File: config.mk
export PLATFORM = sky130hd
export DESIGN_NAME = mac_operand_sequencer
export DESIGN_NICKNAME = d
export VERILOG_FILES = /design/src/rtl/mac_operand_sequencer.sv
export SDC_FILE = /design/constraint.sdc
export NUM_CORES = 1
export LEC_CHECK = 0
export ABC_AREA = 1
export BUFFER_PORTS_ARGS = -buffer_cell sky130_fd_sc_hd__buf_2
export CAP_MARGIN = 25
export CORE_ASPECT_RATIO = 0.9
export CORE_MARGIN = 10
export CORE_UTILIZATION = 39
export DETAILED_ROUTE_END_ITERATION = 7
export MAX_ROUTING_LAYER = met4
export PLACE_DENSITY_LB_ADDON = 0.25
export RECOVER_POWER = 50
export SLEW_MARGIN = 5
export SYNTH_ARGS = -nofsm -noshare
export SYNTH_HDL_FRONTEND = slang
export SYNTH_SLANG_ARGS = --single-unit
File: constraint.sdc
create_clock -name clk -period 1.3 [get_ports clk]
set_clock_uncertainty 0.1 [all_clocks]
set_input_delay 0.26 -clock clk [delete_from_list [all_inputs] [get_ports clk]]
set_output_delay 0.26 -clock clk [all_outputs]
set_load 0.02 [all_outputs]
File: src/rtl/mac_operand_sequencer.sv
// Paces paired A/B operand streams into one accumulating MAC and returns the dot product.
// Optional job abort is compiled in with `define MAC_SEQ_ABORT_EN.
module mac_operand_sequencer #(
    parameter int DATA_WIDTH = 8,
    parameter int LEN_WIDTH  = 8
) (
    input  logic                    clk,
    input  logic                    rst,
    input  logic                    start,
    input  logic [LEN_WIDTH-1:0]    len,
    output logic                    busy,
`ifdef MAC_SEQ_ABORT_EN
    input  logic                    abort,
`endif
    input  logic                    a_valid,
    input  logic [DATA_WIDTH-1:0]   a_data,
    output logic                    a_ready,
    input  logic                    b_valid,
    input  logic [DATA_WIDTH-1:0]   b_data,
    output logic                    b_ready,
    output logic                    mac_clr,
    output logic                    mac_en,
    output logic [DATA_WIDTH-1:0]   mac_ain,
    output logic [DATA_WIDTH-1:0]   mac_bin,
    input  logic [3*DATA_WIDTH-1:0] mac_cout,
    output logic                    res_valid,
    output logic [3*DATA_WIDTH-1:0] res_data,
    input  logic                    res_ready
);

    // ST_CLEAR_ABORT is only reachable when the abort feature is built in.
    typedef enum logic [2:0] {
        ST_IDLE        = 3'd0,
        ST_CLEAR       = 3'd1,
        ST_RUN         = 3'd2,
        ST_DRAIN       = 3'd3,
        ST_DONE        = 3'd4,
        ST_CLEAR_ABORT = 3'd5
    } state_t;

    state_t                 state_reg;
    state_t                 state_next;
    logic [LEN_WIDTH-1:0]   remaining_reg;
    logic [LEN_WIDTH-1:0]   remaining_next;
    logic                   mac_en_reg;
    logic                   fire;
    logic                   abort_hit;
    logic [DATA_WIDTH-1:0]  opnd_in [2];

`ifdef MAC_SEQ_ABORT_EN
    assign abort_hit = abort & ((state_reg == ST_CLEAR) ||
                                (state_reg == ST_RUN)   ||
                                (state_reg == ST_DRAIN));
`else
    assign abort_hit = 1'b0;
`endif

    // A pair is taken only when both streams offer one; an abort blocks the take.
    assign fire = (state_reg == ST_RUN) & a_valid & b_valid & ~abort_hit;

    always_ff @(posedge clk or posedge rst) begin
        if (rst) begin
            state_reg     <= ST_IDLE;
            remaining_reg <= '0;
            mac_en_reg    <= 1'b0;
        end else begin
            state_reg     <= state_next;
            remaining_reg <= remaining_next;
            mac_en_reg    <= fire;
        end
    end

    always_comb begin
        state_next     = state_reg;
        remaining_next = remaining_reg;
        case (state_reg)
            ST_IDLE: begin
                if (start) begin
                    state_next     = ST_CLEAR;
                    remaining_next = len;
                end
            end
            ST_CLEAR: begin
                state_next = (remaining_reg != '0) ? ST_RUN : ST_DONE;
            end
            ST_RUN: begin
                if (fire) begin
                    remaining_next = remaining_reg - LEN_WIDTH'(1);
                    if (remaining_reg == LEN_WIDTH'(1)) begin
                        state_next = ST_DRAIN;
                    end
                end
            end
            ST_DRAIN: begin
                state_next = ST_DONE;
            end
            ST_DONE: begin
                if (res_ready) begin
                    state_next = ST_IDLE;
                end
            end
            ST_CLEAR_ABORT: begin
                state_next = ST_IDLE;
            end
            default: begin
                state_next = ST_IDLE;
            end
        endcase
        if (abort_hit) begin
            state_next     = ST_CLEAR_ABORT;
            remaining_next = '0;
        end
    end

    assign opnd_in[0] = a_data;
    assign opnd_in[1] = b_data;

    // Operand holding registers: lane 0 feeds Ain, lane 1 feeds Bin.
    genvar gi;
    generate
        for (gi = 0; gi < 2; gi++) begin : g_opnd
            logic [DATA_WIDTH-1:0] q_reg;
            always_ff @(posedge clk or posedge rst) begin
                if (rst) begin
                    q_reg <= '0;
                end else if (fire) begin
                    q_reg <= opnd_in[gi];
                end
            end
        end
    endgenerate

    assign mac_ain   = g_opnd[0].q_reg;
    assign mac_bin   = g_opnd[1].q_reg;
    assign mac_en    = mac_en_reg;
    assign mac_clr   = (state_reg == ST_CLEAR) || (state_reg == ST_CLEAR_ABORT);
    assign busy      = (state_reg != ST_IDLE);
    assign a_ready   = fire;
    assign b_ready   = fire;
    assign res_valid = (state_reg == ST_DONE);
    // The MAC is idle in DONE, so its output is stable without a result register.
    assign res_data  = mac_cout;

endmodule

==> impl_metrics.json <==
{
  "status": "finished, violations left",
  "violations": "setup timing",
  "syn_to_final_growth_pct": 27.4,
  "synth-seq-cells": 28,
  "io_pins": 100,
  "cts_buffer_depth": 2,
  "nets": 314,
  "peakVddDrop_mv": 1.12,
  "reg2reg_from": "state_reg[2]",
  "grt_max_degree": 29,
  "die_x_microns": 88.8,
  "slew-limit-headroom": 0.732,
  "insertion_delay_ps": 260,
  "synth.mux.area_fraction": 0,
  "grt_usage": 0.111,
  "placed_area_sq_um": 1860,
  "row_count": 22,
  "cts_made_buffers": 3,
  "post-route-drc-count": 0,
  "synth_top_family_by_area": "simple AND/OR/NAND/NOR gates",
  "clock.fmax_mhz": 643,
  "vias_per_cell": 4.54,
  "ys_types": 23,
  "grt_pass1_vias": 1324,
  "place_ws_ps": -104,
  "cap_violations": 0,
  "fin_ws_ps": -256,
  "end_kind": "primary output",
  "hpwl_mm": 2.95,
  "min_period_ps": 1560,
  "synthAdderAreaFrac": 0.0151,
  "place.port_buffers": 51,
  "antenna_found_initial": 0,
  "synth_warnings": 0,
  "slew_violations": 0,
  "gr-total-overflow": 0,
  "worstSetupStartpointType": "register",
  "min_path_type": "in -> reg",
  "arrival_ps": 1200,
  "final_layout_size_suffix_gt1_frac": 0.453,
  "dieArea_sq_um": 7270,
  "syn-num-nets": 266,
  "slowest_delay_ps": 420,
  "path_delay_family": "flip-flops",
  "slowest_stage": "dfrtp_1",
  "synth_compound_area_frac": 0.0731,
  "path_buf_inv": 1,
  "dr.pass1.iters": 4,
  "startpoint": "state_reg[2]",
  "hold_slack_ps": 88.4,
  "coreArea_sq_um": 4100,
  "crit_chain": "nor2_4 -> nand2_4 -> nor2_8 -> buf_6",
  "required_ps": 940,
  "hp-start": "a_data[4]",
  "n_antenna_cell": 0,
  "cts.clk_slew.worst_paths_ps": 90,
  "synthSimpleGateAreaFrac": 0.293,
  "die_height_microns": 81.9,
  "synth_area_sq_um": 1660,
  "worst_pin_slew_ps": 402,
  "drtIter0Drc": 54,
  "root_buffer": "clkbuf_8",
  "period_share": 1.20,
  "crit_fanout": 4,
  "gp_congestion": 0.790,
  "final_hold_viol_count": 0,
  "p_per_area_nw_per_um2": 2620,
  "wl_mm": 4.07,
  "vias": 1379,
  "start_util": 0.405,
  "setup_viol": 30,
  "rsz0062_at_grt": "yes",
  "design_area_sq_um": 2120,
  "grt_pass1_wl_mm": 6.28,
  "cts_tree": "yes",
  "ant_nets": 0,
  "synth.avg_cell_area_sq_um": 7.91,
  "ys_seq_area_frac": 0.422,
  "netlist_instances": 210,
  "wl_per_cell_microns": 13.4,
  "nFillCells": 409,
  "synthXorXnorAreaFrac": 0,
  "htree_num_levels": 1,
  "clock-sinks": 28,
  "critical_path_class": "reg -> out",
  "power.leakage_nw": 1.19
}
## per-stage QoR
step / setup TNS, ps / total power, mW / util / instances
floorplan: -220 / 3.59 / - / 210
global route: -5910 / 6.02 / 0.516 / 304
detailed placement: -852 / 4.41 / 0.455 / 293
global placement: -655 / 4.38 / 0.455 / 293
finish: -3350 / 5.55 / 0.516 / 304
CTS: -4190 / 5.18 / 0.492 / 305
## final cells by class
cell class	instances	area, sq um	share of cell area
Inverter	20	90.1	0.0426
Clock buffer	3	41.3	0.0195
Multi-Input combinational cell	132	734	0.347
Sequential cell	28	702	0.332
Tap cell	48	60.1	0.0284
Timing Repair Buffer	73	488	0.231
## final timing paths
check / end / slack [ps] / depth (start not counted)
min: mac_ain[4] / 90 / 3
max: b_ready / -260 / 4
max in group asynchronous: state_reg[1] / 270 / 4
min reg2reg: mac_ain[7] / 370 / 2
min in group asynchronous: state_reg[2] / 530 / 4
max reg2reg: remaining_reg[5] / -190 / 9
## kinds of logic after synthesis
family          Yosys count
fa+ha+maj                 2
flops                    28
simple gates            110
compound gates           20
buf+inv                  50
## report_power, final
group,total [mW],internal [mW],switching (mW)
registers,1.58,1.28,0.297
logic,3.52,1.50,2.02
clock network,0.453,0.207,0.246
total,5.55,2.99,2.56
## cells in the mapped netlist
library cell,number,share of area
inv_4,1,0.0038
nand2_4,1,0.0068
nand2_1,76,0.17
buf_12,1,0.012
a21oi_1,3,0.0090
buf_6,3,0.020
nand2_2,9,0.034
o21ai_0,10,0.030
o21ai_1,1,0.0030
inv_1,16,0.036
nor2_4,2,0.014
nand3b_1,1,0.0045
dfrtp_1,28,0.42
nand3_1,5,0.015
inv_2,3,0.0068
nor2_1,13,0.029
o21ai_2,4,0.021
nor3_1,2,0.0060
a21oi_2,1,0.0053
ha_1,2,0.015
o31ai_1,1,0.0045
buf_4,26,0.12
nor2_8,1,0.012
## cell usage in the layout, fill, tap and decap left out, types with 2 or more instances in the layout
master    count
a21oi_1       2
buf_12        2
buf_2        47
buf_4        14
buf_6         8
clkbuf_8      3
dfrtp_1      27
inv_1        12
inv_2         4
inv_4         3
nand2_1      73
nand2_2       6
nand2_4       7
nand3_1       5
nor2_1        7
nor2_2        5
nor2_4        3
o21ai_0       2
o21ai_1       8
o21ai_2       5
## metal layers
layer / GRT usage / up-vias / wire length [microns]
li1: - / 711 / -
met1: 0.138 / 632 / 1740
met2: 0.170 / 34 / 2050
met3: 0.0287 / 2 / 246
met4: 0.0371 / 0 / 28
met5: - / - / 0
## repair_timing
action | CTS | global route
endpoints found under the setup margin | 32 | 33
resized for setup | 18 | 35
hold buffers | 1 | 0
pin swaps | 5 | 7
setup buffers | 8 | 0
hold endpoints to repair | 28 | 0
## tightest hold or removal path, delay by kind of cell
| kind | cells | cell delay, ps |
|---|---|---|
| simple gates | 2 | 90 |
| buf+inv | 1 | 70 |
Note: power is estimated with default switching activity, not from simulation.
